[src/rtl/dvp_raw_tx.sv]
// OV5640-style RAW8 DVP source: programmable frame timing and Bayer test patterns.
// Every output is registered; the counters describe the cycle the outputs are showing.
module dvp_raw_tx #(
  parameter int unsigned H_ACTIVE    = 1920,
  parameter int unsigned H_BLANK     = 280,
  parameter int unsigned V_ACTIVE    = 1080,
  parameter int unsigned VSYNC_LINES = 4,
  parameter int unsigned VBP_LINES   = 16,
  parameter int unsigned VFP_LINES   = 8,
  parameter bit          VSYNC_POL   = 1'b1
) (
  input  logic        clk,
  input  logic        reset,
  input  logic        enable,
  input  logic [1:0]  pattern_sel,
  output logic        vsync,
  output logic        href,
  output logic [7:0]  data,
  output logic        frame_done,
  output logic [15:0] frame_cnt
);

  localparam int unsigned HTot  = H_ACTIVE + H_BLANK;
  localparam int unsigned HW    = ($clog2(HTot) > 4) ? $clog2(HTot) : 4;
  localparam int unsigned LMax0 = (VSYNC_LINES > VBP_LINES) ? VSYNC_LINES : VBP_LINES;
  localparam int unsigned LMax1 = (V_ACTIVE > VFP_LINES) ? V_ACTIVE : VFP_LINES;
  localparam int unsigned LMax  = (LMax0 > LMax1) ? LMax0 : LMax1;
  localparam int unsigned LW    = ($clog2(LMax) > 4) ? $clog2(LMax) : 4;
  localparam int unsigned BarW  = H_ACTIVE / 8;
  localparam int unsigned SW    = (BarW > 1) ? $clog2(BarW) : 1;

  localparam logic [HW-1:0] HLast   = HW'(HTot - 1);
  localparam logic [HW-1:0] HActEnd = HW'(H_ACTIVE);
  localparam logic [LW-1:0] VfpLast = LW'(VFP_LINES - 1);
  localparam logic [SW-1:0] SubLast = SW'(BarW - 1);

  typedef enum logic [2:0] {StIdle, StVsync, StVbp, StActive, StVfp} state_e;

  state_e        state_q, state_d;
  logic [HW-1:0] hcnt_q, hcnt_d;
  logic [LW-1:0] lcnt_q, lcnt_d;
  logic [1:0]    sel_q, sel_d;
  logic [SW-1:0] sub_q, sub_d;
  logic [2:0]    bar_q, bar_d;
  logic          vsync_q, vsync_d;
  logic          href_q, href_d;
  logic [7:0]    data_q, data_d;
  logic          frame_done_q, frame_done_d;
  logic [15:0]   frame_cnt_q, frame_cnt_d;

  logic [LW-1:0] lines_last;
  logic [7:0]    xb;

  always_comb begin
    lines_last = VfpLast;
    case (state_q)
      StVsync:  lines_last = LW'(VSYNC_LINES - 1);
      StVbp:    lines_last = LW'(VBP_LINES - 1);
      StActive: lines_last = LW'(V_ACTIVE - 1);
      default:  lines_last = VfpLast;
    endcase
  end

  // Raster position of the next cycle.
  always_comb begin
    state_d = state_q;
    hcnt_d  = hcnt_q;
    lcnt_d  = lcnt_q;
    sel_d   = sel_q;
    if (state_q == StIdle) begin
      hcnt_d = '0;
      lcnt_d = '0;
      if (enable) begin
        state_d = StVsync;
        sel_d   = pattern_sel;
      end
    end else if (hcnt_q == HLast) begin
      hcnt_d = '0;
      if (lcnt_q == lines_last) begin
        lcnt_d = '0;
        case (state_q)
          StVsync:  state_d = StVbp;
          StVbp:    state_d = StActive;
          StActive: state_d = StVfp;
          default: begin
            if (enable) begin
              state_d = StVsync;
              sel_d   = pattern_sel;
            end else begin
              state_d = StIdle;
            end
          end
        endcase
      end else begin
        lcnt_d = lcnt_q + LW'(1);
      end
    end else begin
      hcnt_d = hcnt_q + HW'(1);
    end
  end

  // Colour-bar index tracks x with a sub-counter so no divider is needed.
  always_comb begin
    sub_d = sub_q;
    bar_d = bar_q;
    if (hcnt_d == '0) begin
      sub_d = '0;
      bar_d = '0;
    end else if (sub_q == SubLast) begin
      sub_d = '0;
      bar_d = bar_q + 3'd1;
    end else begin
      sub_d = sub_q + SW'(1);
    end
  end

  always_comb begin
    xb           = 8'(hcnt_d);
    vsync_d      = (state_d == StVsync) ? VSYNC_POL : ~VSYNC_POL;
    href_d       = (state_d == StActive) && (hcnt_d < HActEnd);
    frame_done_d = (state_d == StVfp) && (lcnt_d == VfpLast) && (hcnt_d == HLast);
    frame_cnt_d  = frame_cnt_q + 16'(frame_done_d);
    data_d       = 8'h00;
    if (href_d) begin
      case (sel_d)
        2'd0: data_d = xb;
        2'd1: begin
          case ({lcnt_d[0], xb[0]})
            2'b00:   data_d = {8{bar_d[2]}};
            2'b11:   data_d = {8{bar_d[0]}};
            default: data_d = {8{bar_d[1]}};
          endcase
        end
        2'd2:    data_d = {8{xb[3] ^ lcnt_d[3]}};
        default: data_d = frame_cnt_q[7:0];
      endcase
    end
  end

  always_ff @(posedge clk) begin
    if (reset) begin
      state_q      <= StIdle;
      hcnt_q       <= '0;
      lcnt_q       <= '0;
      sel_q        <= '0;
      sub_q        <= '0;
      bar_q        <= '0;
      vsync_q      <= ~VSYNC_POL;
      href_q       <= 1'b0;
      data_q       <= 8'h00;
      frame_done_q <= 1'b0;
      frame_cnt_q  <= 16'h0000;
    end else begin
      state_q      <= state_d;
      hcnt_q       <= hcnt_d;
      lcnt_q       <= lcnt_d;
      sel_q        <= sel_d;
      sub_q        <= sub_d;
      bar_q        <= bar_d;
      vsync_q      <= vsync_d;
      href_q       <= href_d;
      data_q       <= data_d;
      frame_done_q <= frame_done_d;
      frame_cnt_q  <= frame_cnt_d;
    end
  end

  assign vsync      = vsync_q;
  assign href       = href_q;
  assign data       = data_q;
  assign frame_done = frame_done_q;
  assign frame_cnt  = frame_cnt_q;

endmodule

[config.mk]
export PLATFORM = sky130hd
export DESIGN_NAME = dvp_raw_tx
export DESIGN_NICKNAME = d
export VERILOG_FILES = /design/src/rtl/dvp_raw_tx.sv
export SDC_FILE = /design/constraint.sdc
export NUM_CORES = 1
export LEC_CHECK = 0
export ABC_AREA = 1
export BUFFER_PORTS_ARGS = -buffer_cell sky130_fd_sc_hd__buf_4
export CAP_MARGIN = 20
export CORE_MARGIN = 3
export CORE_UTILIZATION = 54
export CTS_CLUSTER_SIZE = 12
export DETAILED_ROUTE_END_ITERATION = 12
export MAX_ROUTING_LAYER = met4
export PLACE_DENSITY = 0.76
export SETUP_SLACK_MARGIN = 0.5
export SYNTH_ARGS = -nofsm -noshare
export SYNTH_HDL_FRONTEND = slang
export SYNTH_SLANG_ARGS = --single-unit
[constraint.sdc]
create_clock -name clk -period 3.6 [get_ports clk]
set_input_delay 0.18 -clock clk [delete_from_list [all_inputs] [get_ports clk]]
set_output_delay 0.18 -clock clk [all_outputs]
set_load 0.01 [all_outputs]
==> results.toml, run 1 <==
[status]
status = "finished with violations"
violations = "setup timing"

[clock_tree]
cts_sinks = 66
cts_root_buffer = "clkbuf_8"
postCtsHoldBufs = 0
clk-insertion-delay-late_ns = 0.35
numCtsBuffers = 9
htreeDepth = 3
clk_pin_slew_ns = 0.08
cts.path.max_buffers = 2
cts_tree = "yes"

[power_and_ir_drop]
power_mw = 1.61
p_leak_nw = 2.17
power.density_nw_per_um2 = 324
ir_drop_mv = 0.261

[finish]
ff_latch_area_um2 = 1340
syn_to_final_growth_pct = 37.8
layout.nets = 656
multi_input_area_um2 = 2250
insertedDiodeCount = 0
drive_gt1_share_pct = 29.0
fill_cells = 445

[sta]
finalWorstSetupSlack_ns = -0.121
slew_viol_final = 0
slew_headroom_pct = 68.5
whs_ns = 0.158
fin_crit_sh_pct = 103
setup_viol = 2
tightestPinTransition_ns = 0.472
period_minus_slack_ns = 3.72
max_freq_mhz = 269
rsz0062_at_grt = "yes"
skew_ns = 0.00922
hold_viol = 0

[run]
maxCapViolations = 0

[worst_setup_path]
r2r-end = "frame_cnt[14]$_SDFF_PP0_"
cp.required_ns = 3.89
crit_slowest_cell = "nor4_4"
cp_top_family = "simple AND/OR/NAND/NOR gates"
reg2regPathDepth = 26
critical_path.max_fanout = 5
critPathCaptureType = "flip-flop"
criticalPathCategory = "reg -> reg"
r2r-start = "hcnt_q[1]$_SDFF_PP0_"
cp.arrival_ns = 4.02
critPathBufInv = 3
critPathMaxStageDelay_ns = 0.40
critPathLaunchType = "flip-flop"
r2r_slack_ns = -0.12

[synth]
yosys_warnings = 0
yosys-top-cells-area = "dfxtp_1, nand2_1, nor2_1"
netlist_area_um2 = 3600
synth.distinct_cells = 35
yosysTopAreaCellShare_pct = 36.7
syn-num-nets = 562
synth_largest_area_cell = "dfxtp_1"
async_reset_ff_share_pct = 0
syn-instance-count = 549
synth_most_common_cell = "nand2_1"
ys.flop_type = "dfxtp_1"
synth_seq_cells = 66
synthTopCellsByCount = "nand2_1, nor2_1, inv_1, dfxtp_1, nand3_1"
seq_area_frac_synth_pct = 36.7
synth_edf_count = 0
syn_area_per_cell_um2 = 6.56

[route]
vias_per_cell = 5.54
drtPass1Iterations = 5
vias = 4014
drc_errors = 0
drtIter0Drc = 324
final_antenna_net_count = 0
wl_per_cell_um = 14.9
wl_um = 10800

[grt]
antenna_found_initial = 0
grt-ovfl-total = 0
grt_pass1_vias = 3717
grt_max_degree = 42
grt.total_usage_pct = 28.3
grt_first_pass_wirelength_um = 16500

[worst_hold_path]
min_from = "pattern_sel[0]"
hold_end = "sel_q[0]$_SDFF_PP0_"
hold_path_class = "in -> reg"
min_path_cells = 3

[placement]
dpl.hpwl_um = 6670
port_buffers = 31
gp_congestion = 0.945

[die]
die_y_um = 87.7
rows = 29
dieArea_um2 = 7690
io-pin-count = 32
die_w_um = 87.7
core_area_um2 = 6420
initial_core_util_pct = 56.1
-- state kept, by name (all words and copies together) (netlist names), 2 cells and up --
| name | cells |
|---|---|
| frame_cnt | 16 |
| hcnt_q | 12 |
| lcnt_q | 11 |
| data | 8 |
| sub_q | 8 |
| bar_q | 3 |
| state_q | 3 |
| sel_q | 2 |
-- cell families (layout without fill, tap and decap cells) --
logic type               after synthesis  in the layout  share of synthesized area [%]
flip-flops                            66             66                           36.7
buffers and inverters                 87            186                           9.66
adder cells (fa/ha/maj)                8              8                           2.78
multiplexers                           1              1                          0.313
AO/OA/AOI/OAI                         48             48                           7.54
AND/OR/NAND/NOR                      330            330                           40.8
XOR/XNOR                               9              9                           2.19
-- worst register-to-register path: cells and delay by family, from the launching register on --
family / cells / cell delay (ns)
fa+ha+maj: 3 / 0.43
buf+inv: 3 / 0.28
simple gates: 17 / 2.36
compound gates: 3 / 0.23
flops: 1 / 0.37
-- routing by layer --
layer | GRT usage (%) | wire length, um | vias up
li1 | - | - | 1936
met1 | 31.7 | 4280 | 1837
met2 | 45.7 | 5280 | 192
met3 | 5.46 | 753 | 49
met4 | 18.5 | 510 | 0
met5 | - | 0 | -
-- area by class of cell --
type	count	share of cell area (%)
multi-input combinational	396	45.4
sequential	66	27.0
timing repair buffer	93	15.0
inverter	77	5.97
clock buffer	11	3.07
tap	77	1.94
clock inverter	5	1.71
-- through the flow --
step / worst slack, ns / utilization (%) / std cells / instance area, um^2 / setup TNS, ns
after floorplan: 0.383 / - / 549 / 3730 / 0
after global placement: -0.0581 / 64.5 / 666 / 4140 / -0.0832
after detailed placement: -0.184 / 64.5 / 666 / 4140 / -0.334
after CTS: 0.315 / 74.0 / 717 / 4750 / 0
after global routing: -0.240 / 77.3 / 725 / 4960 / -0.760
final: -0.121 / 77.3 / 725 / 4960 / -0.188
-- worst max-delay path by stage --
stage                     cells after the start            startpoint                        to  slack (ns)
final                                        26  hcnt_q[1]$_SDFF_PP0_  frame_cnt[14]$_SDFF_PP0_       -0.12
after detailed placement                     27  hcnt_q[0]$_SDFF_PP0_  frame_cnt[14]$_SDFF_PP0_       -0.18
after CTS                                    28  hcnt_q[0]$_SDFF_PP0_  frame_cnt[14]$_SDFF_PP0_        0.31
after floorplan                              27  hcnt_q[0]$_SDFF_PP0_  frame_cnt[14]$_SDFF_PP0_        0.38
after global placement                       27  hcnt_q[0]$_SDFF_PP0_  frame_cnt[14]$_SDFF_PP0_       -0.06
after global routing                         26  hcnt_q[1]$_SDFF_PP0_  frame_cnt[14]$_SDFF_PP0_       -0.24
-- cells in the final DEF (no fill, tap or decap), types with 3 or more instances in the layout --
cell,synthesis,layout
nand2_1,113,107
nor2_1,108,91
buf_4,1,81
inv_1,69,65
dfxtp_1,66,58
nand3_1,51,44
nor3_1,22,19
a21oi_1,16,16
o21ai_0,19,15
nor2_4,1,13
buf_6,0,12
nand4_1,11,11
nor2_2,5,10
o21ai_1,8,10
clkbuf_8,0,9
inv_2,6,8
xor2_1,8,8
nand3_4,2,7
nand2_4,3,5
nand2_2,2,5
dfxtp_2,0,5
ha_4,0,4
ha_1,8,4
inv_4,1,3
nand3b_1,3,3
nor3_2,0,3
nor3b_2,0,3
dfxtp_4,0,3
-- where the power goes --
part           internal (mW)  switching [mW]  total [mW]
clock network          0.434           0.305       0.739
registers              0.734         0.00533       0.740
logic                 0.0411          0.0898       0.131
total                   1.21           0.400        1.61
-- what timing repair did --
action                     in CTS  in global routing
gates cloned                    0                  0
setup endpoints to repair       9                 32
resized for setup              27                 42
pin swaps                      15                 22
setup buffers                  35                  8
No activity file was read; power rests on OpenSTA's default activity.
==> run 2, diff against run 1 <==
- CORE_UTILIZATION: 54 -> 59
- PLACE_DENSITY: 0.76 -> 0.79
- clock period: 3.6 -> 3.8 ns (I/O delays scaled with it)
==> run 2 against run 1 <==
  * The flow now finishes without violations
  * Sequential share of layout area is 1.2 points higher
  * Final cell count is 4.0% lower
  * Clock power is 11% lower
  * Core utilization is 6.5 points higher
  * Cell area is 3.6% lower
  * Combinational power is 5% lower
  * Die area is 7.9% lower
  * Fmax is 10% higher
  * Clock skew is 0.0012 ns lower
  * Critical path type unchanged
==> results.toml, run 2 (synthesized netlist as in run 1, its figures left out) <==
[finish]
syn_to_final_growth_pct = 32.8
drive_gt1_share_pct = 29.2
multi_input_area_um2 = 2320
fill_cells = 355
largest_register_ff_count = 16
layout.nets = 632
insertedDiodeCount = 0
final_common_cell = "nand2_1"
design_area_um2 = 4780
layout.cells.non_filler = 696
final_util_pct = 83.8
ff_latch_area_um2 = 1350
final_cell_mix = "nand2_1, nor2_1, buf_4"

[die]
core_area_um2 = 5710
die_w_um = 84.1
initial_core_util_pct = 63.1
die_y_um = 84.1
dieArea_um2 = 7080
io-pin-count = 32
rows = 27

[route]
wl_per_cell_um = 15.9
drtPass1Iterations = 6
drc_errors = 0
final_antenna_net_count = 0
drtIter0Drc = 484
wl_um = 11000
vias = 3983
vias_per_cell = 5.72

[clock_tree]
numCtsBuffers = 9
cts_sinks = 66
cts.path.max_buffers = 2
cts_tree = "yes"
clk_pin_slew_ns = 0.07
htreeDepth = 3
clk-insertion-delay-late_ns = 0.35
cts_root_buffer = "clkbuf_8"
postCtsHoldBufs = 0

[placement]
dpl.cell_count = 648
dpl.hpwl_um = 6790
port_buffers = 31
gp_congestion = 0.945
postPlaceCellArea_um2 = 3960

[sta]
slew_viol_final = 0
setup-tns-final_ns = 0
slew_headroom_pct = 69.3
setup_viol = 0
max_freq_mhz = 296
period_minus_slack_ns = 3.38
hold_viol = 0
whs_ns = 0.158
skew_ns = 0.00803
fin_crit_sh_pct = 88.9
rsz0062_at_grt = "yes"
tightestPinTransition_ns = 0.461

[worst_setup_path]
critPathCaptureType = "flip-flop"
crit_path_start = "hcnt_q[0]$_SDFF_PP0_"
critical_path.max_fanout = 3
criticalPathCategory = "reg -> reg"
r2r-start = "hcnt_q[0]$_SDFF_PP0_"
cp.required_ns = 4.09
cp.arrival_ns = 3.66
critPathLaunchType = "flip-flop"

[run]
maxCapViolations = 0

[grt]
grt_max_degree = 42
grt_first_pass_wirelength_um = 16500
antenna_found_initial = 0
grt_pass1_vias = 3507
grt-ovfl-total = 0
grt.total_usage_pct = 29.4

[power_and_ir_drop]
p_leak_nw = 2.02
power.density_nw_per_um2 = 310
ir_drop_mv = 0.250

[status]
status = "complete, no violations"

[worst_hold_path]
hold_path_class = "in -> reg"
min_from = "pattern_sel[0]"
==> run 2: worst paths after layout <==
check                           cells past startpoint  slack (ns)                       end
worst max-delay path                               25        0.42  frame_cnt[14]$_SDFF_PP0_
worst min-delay path                                3        0.16       sel_q[0]$_SDFF_PP0_
worst max register to register                     25        0.42  frame_cnt[14]$_SDFF_PP0_
worst min register to register                      1        0.45       sub_q[0]$_SDFF_PP0_
==> run 2: worst max-delay path, stage by stage (launching register included) <==
cell     delay [ns]
dfxtp_4        0.36
buf_4          0.14
nand3_1        0.11
inv_1          0.12
nand2_1        0.12
nand2_1        0.10
nand2_1        0.10
inv_1          0.07
nand4_1        0.12
nor3_2         0.24
nand3_1        0.12
nor2_1         0.15
nand3_2        0.11
inv_2          0.08
ha_4           0.15
ha_4           0.15
nand2_4        0.06
nor2_4         0.14
nand3_4        0.11
nor2_4         0.12
nand2_2        0.08
nor4_4         0.19
nand4_1        0.12
inv_1          0.09
o21ai_1        0.06
a21oi_1        0.11
==> run 2: per-layer routing <==
metal | vias to the layer above | share of wire (%) | global-route usage, %
met2 | 207 | 47 | 45.2
met3 | 40 | 7.6 | 6.08
met4 | 0 | 3.6 | 12.4
met1 | 1842 | 41 | 37.6
li1 | 1894 | - | -
met5 | - | 0 | -
==> run 2: area by class of cell <==
cell class	count	share of cell area (%)
Clock inverter	5	1.65
Timing Repair Buffer	69	11.0
Sequential cell	66	28.1
Multi-Input combinational cell	396	48.4
Clock buffer	11	2.75
Inverter	77	6.20
Tap cell	72	1.88
==> run 2: metrics by stage <==
stage	power, mW	worst slack [ns]
floorplan	0.804	0.512
global placement	0.823	-0.0404
detailed placement	0.826	-0.148
CTS	1.47	0.491
global route	1.52	0.207
finish	1.48	0.423
==> run 2: timing repair <==
item | CTS | global route
setup buffers | 17 | 15
pin swaps | 12 | 16
resized for setup | 41 | 62
endpoints found under the setup margin | 9 | 9
==> run 2: where the power goes <==
part	switching [mW]	internal [mW]	leakage (nW)
logic	0.0854	0.0400	1.38
clock network	0.287	0.369	0.107
registers	0.00450	0.695	0.540
total	0.377	1.10	2.02
==> run 3, diff against run 2 <==
- CORE_UTILIZATION: 59 -> 54
- PLACE_DENSITY: 0.79 -> 0.76
- clock period: 3.8 -> 3 ns (I/O delays scaled with it)
==> run 3 against run 2 <==
  * The run now ends with setup timing left
  * Sequential share of layout area fell by 3.4 points
  * Sequential power rose by 27%
  * Setup slack got worse by 1.0 ns
  * Power rose by 38%
  * Fmax fell by 5.6%
  * Die area rose by 8.6%
  * Register-to-register slack got worse by 1.0 ns
  * Non-clock buffer count rose by 73
  * Sequential cell count did not move
  * Core utilization rose by 0.42 points
  * Critical path depth rose by 2
==> results.toml, run 3 (synthesized netlist as in run 1, its figures left out) <==
[die]
dieArea_um2 = 7690
rows = 29
core_area_um2 = 6420
initial_core_util_pct = 56.1
die_w_um = 87.7
die_y_um = 87.7
io-pin-count = 32

[power_and_ir_drop]
ir_drop_mv = 0.511
combPwrFrac_pct = 9.6
pwr-share-clk_pct = 46.8
p_int_mw = 1.51
power_frac_seq_pct = 43.5
power.density_nw_per_um2 = 377
p_leak_nw = 2.40
power.switching_mw = 0.529
switching_share_pct = 25.9
power_mw = 2.04

[worst_setup_path]
endpoint = "frame_cnt[14]$_SDFF_PP0_"
crit_path_start = "hcnt_q[0]$_SDFF_PP0_"
criticalPathCategory = "reg -> reg"
reg2regPathDepth = 27
critical_path.max_fanout = 4
cp.required_ns = 3.29
critPathLaunchType = "flip-flop"
r2r-end = "frame_cnt[14]$_SDFF_PP0_"
crit_slowest_cell = "dfxtp_4"
cp_top_family = "simple AND/OR/NAND/NOR gates"
cp.arrival_ns = 3.87
r2r-start = "hcnt_q[0]$_SDFF_PP0_"
r2r_slack_ns = -0.58
cp.depth = 27
critPathMaxStageDelay_ns = 0.36
critPathBufInv = 3
critPathCaptureType = "flip-flop"
path_common_cell = "nand2_1"

[sta]
setup_viol = 10
hold_viol = 0
slew_headroom_pct = 66.4
whs_ns = 0.133
setup-tns-final_ns = -3.08
skew_ns = 0.0145
rsz0062_at_grt = "yes"
slew_viol_final = 0
max_freq_mhz = 280
tightestPinTransition_ns = 0.504
fin_crit_sh_pct = 119
period_minus_slack_ns = 3.58
finalWorstSetupSlack_ns = -0.577

[finish]
insertedDiodeCount = 0
final_common_cell = "buf_4"
design_area_um2 = 5410
final_cell_mix = "buf_4, nand2_1, nor2_1"
syn_to_final_growth_pct = 50.2
largest_register_ff_count = 16
fill_cells = 377
layout.cells.non_filler = 774
drive_gt1_share_pct = 38.7
layout.nets = 705

[clock_tree]
htreeDepth = 3
cts_root_buffer = "clkbuf_8"
cts.path.max_buffers = 2
cts_sinks = 66
numCtsBuffers = 9
clk_pin_slew_ns = 0.08
cts_tree = "yes"
postCtsHoldBufs = 0
clk-insertion-delay-late_ns = 0.37

[route]
drtPass1Iterations = 8
drtIter0Drc = 405
vias_per_cell = 5.61
vias = 4344
drc_errors = 0
wl_per_cell_um = 16.5
wl_um = 12700
final_antenna_net_count = 0

[placement]
dpl.hpwl_um = 7900
port_buffers = 31
gp_congestion = 0.967
postPlaceCellArea_um2 = 4720
dpl.cell_count = 738

[run]
maxCapViolations = 0

[grt]
grt-ovfl-total = 0
grt_max_degree = 42
grt_pass1_vias = 4271
grt_first_pass_wirelength_um = 19100
grt.total_usage_pct = 32.6
antenna_found_initial = 0

[status]
violations = "setup timing"
status = "finished with violations"

[worst_hold_path]
hold_path_class = "in -> reg"
min_from = "pattern_sel[1]"
[run 3: power groups by stage]
| stage | clock (mW) | combinational, mW | sequential [mW] |
|---|---|---|---|
| floorplan | 0 | 0.111 | 0.909 |
| global placement | 0 | 0.159 | 0.908 |
| detailed placement | 0 | 0.163 | 0.909 |
| CTS | 0.935 | 0.178 | 0.888 |
| global route | 0.968 | 0.213 | 0.890 |
| finish | 0.956 | 0.196 | 0.888 |
[run 3: repair_timing]
item / in CTS / in global routing
resized for setup: 45 / 48
setup endpoints to repair: 18 / 32
pin swaps: 25 / 21
gates cloned: 0 / 0
buffers inserted: 12 / 8
[run 3: metal layers]
metal	global-route usage, %	vias to the layer above	wire length (um)
met3	4.89	71	815
met5	-	-	0
met1	34.9	2008	4920
met2	58.7	233	6410
li1	-	2032	-
met4	15.1	0	595
[run 3: final cells by class]
class                           instances  area [um^2]  area share (%)
Clock buffer                           10          128            2.36
Timing Repair Buffer                  142         1080            20.0
Multi-Input combinational cell        396         2350            43.5
Tap cell                               77         96.3            1.78
Inverter                               77          299            5.53
Clock inverter                          6          115            2.13
Sequential cell                        66         1340            24.8
[run 3: how the worst min path moves through the flow]
stage / end / slack [ns] / cells after the start
2_1_floorplan: state_q[1]$_SDFF_PP0_ / 0.22 / 1
3_3_place_gp: sub_q[0]$_SDFF_PP0_ / 0.43 / 1
3_5_place_dp: sub_q[0]$_SDFF_PP0_ / 0.44 / 1
4_1_cts: sel_q[1]$_SDFF_PP0_ / 0.12 / 3
5_1_grt: sel_q[1]$_SDFF_PP0_ / 0.18 / 3
6_report: sel_q[1]$_SDFF_PP0_ / 0.13 / 3
[run 3: worst register-to-register path, cell delays in order, from the launching register on]
cell	delay (ns)
dfxtp_4	0.36
ha_4	0.17
nand2_8	0.09
nor2_4	0.04
buf_4	0.13
nand2_1	0.05
nand2_1	0.04
nand2_1	0.11
nor2_1	0.08
nor2_1	0.10
nand2_1	0.09
nor3_2	0.16
nand3_1	0.10
nor2_1	0.13
nand3_2	0.11
inv_2	0.08
ha_4	0.15
ha_4	0.15
nand2_4	0.06
nor2_4	0.13
nand3_2	0.11
nor2_4	0.16
nand2_4	0.08
nor4_4	0.35
nand4_1	0.14
inv_1	0.10
o21ai_1	0.08
a21oi_1	0.17
[run 3: through the flow]
stage / setup slack (ns) / util (%)
CTS: -0.227 / 80.9
floorplan: -0.196 / -
global route: -0.773 / 84.2
finish: -0.577 / 84.2
global placement: -0.455 / 73.5
detailed placement: -0.601 / 73.5
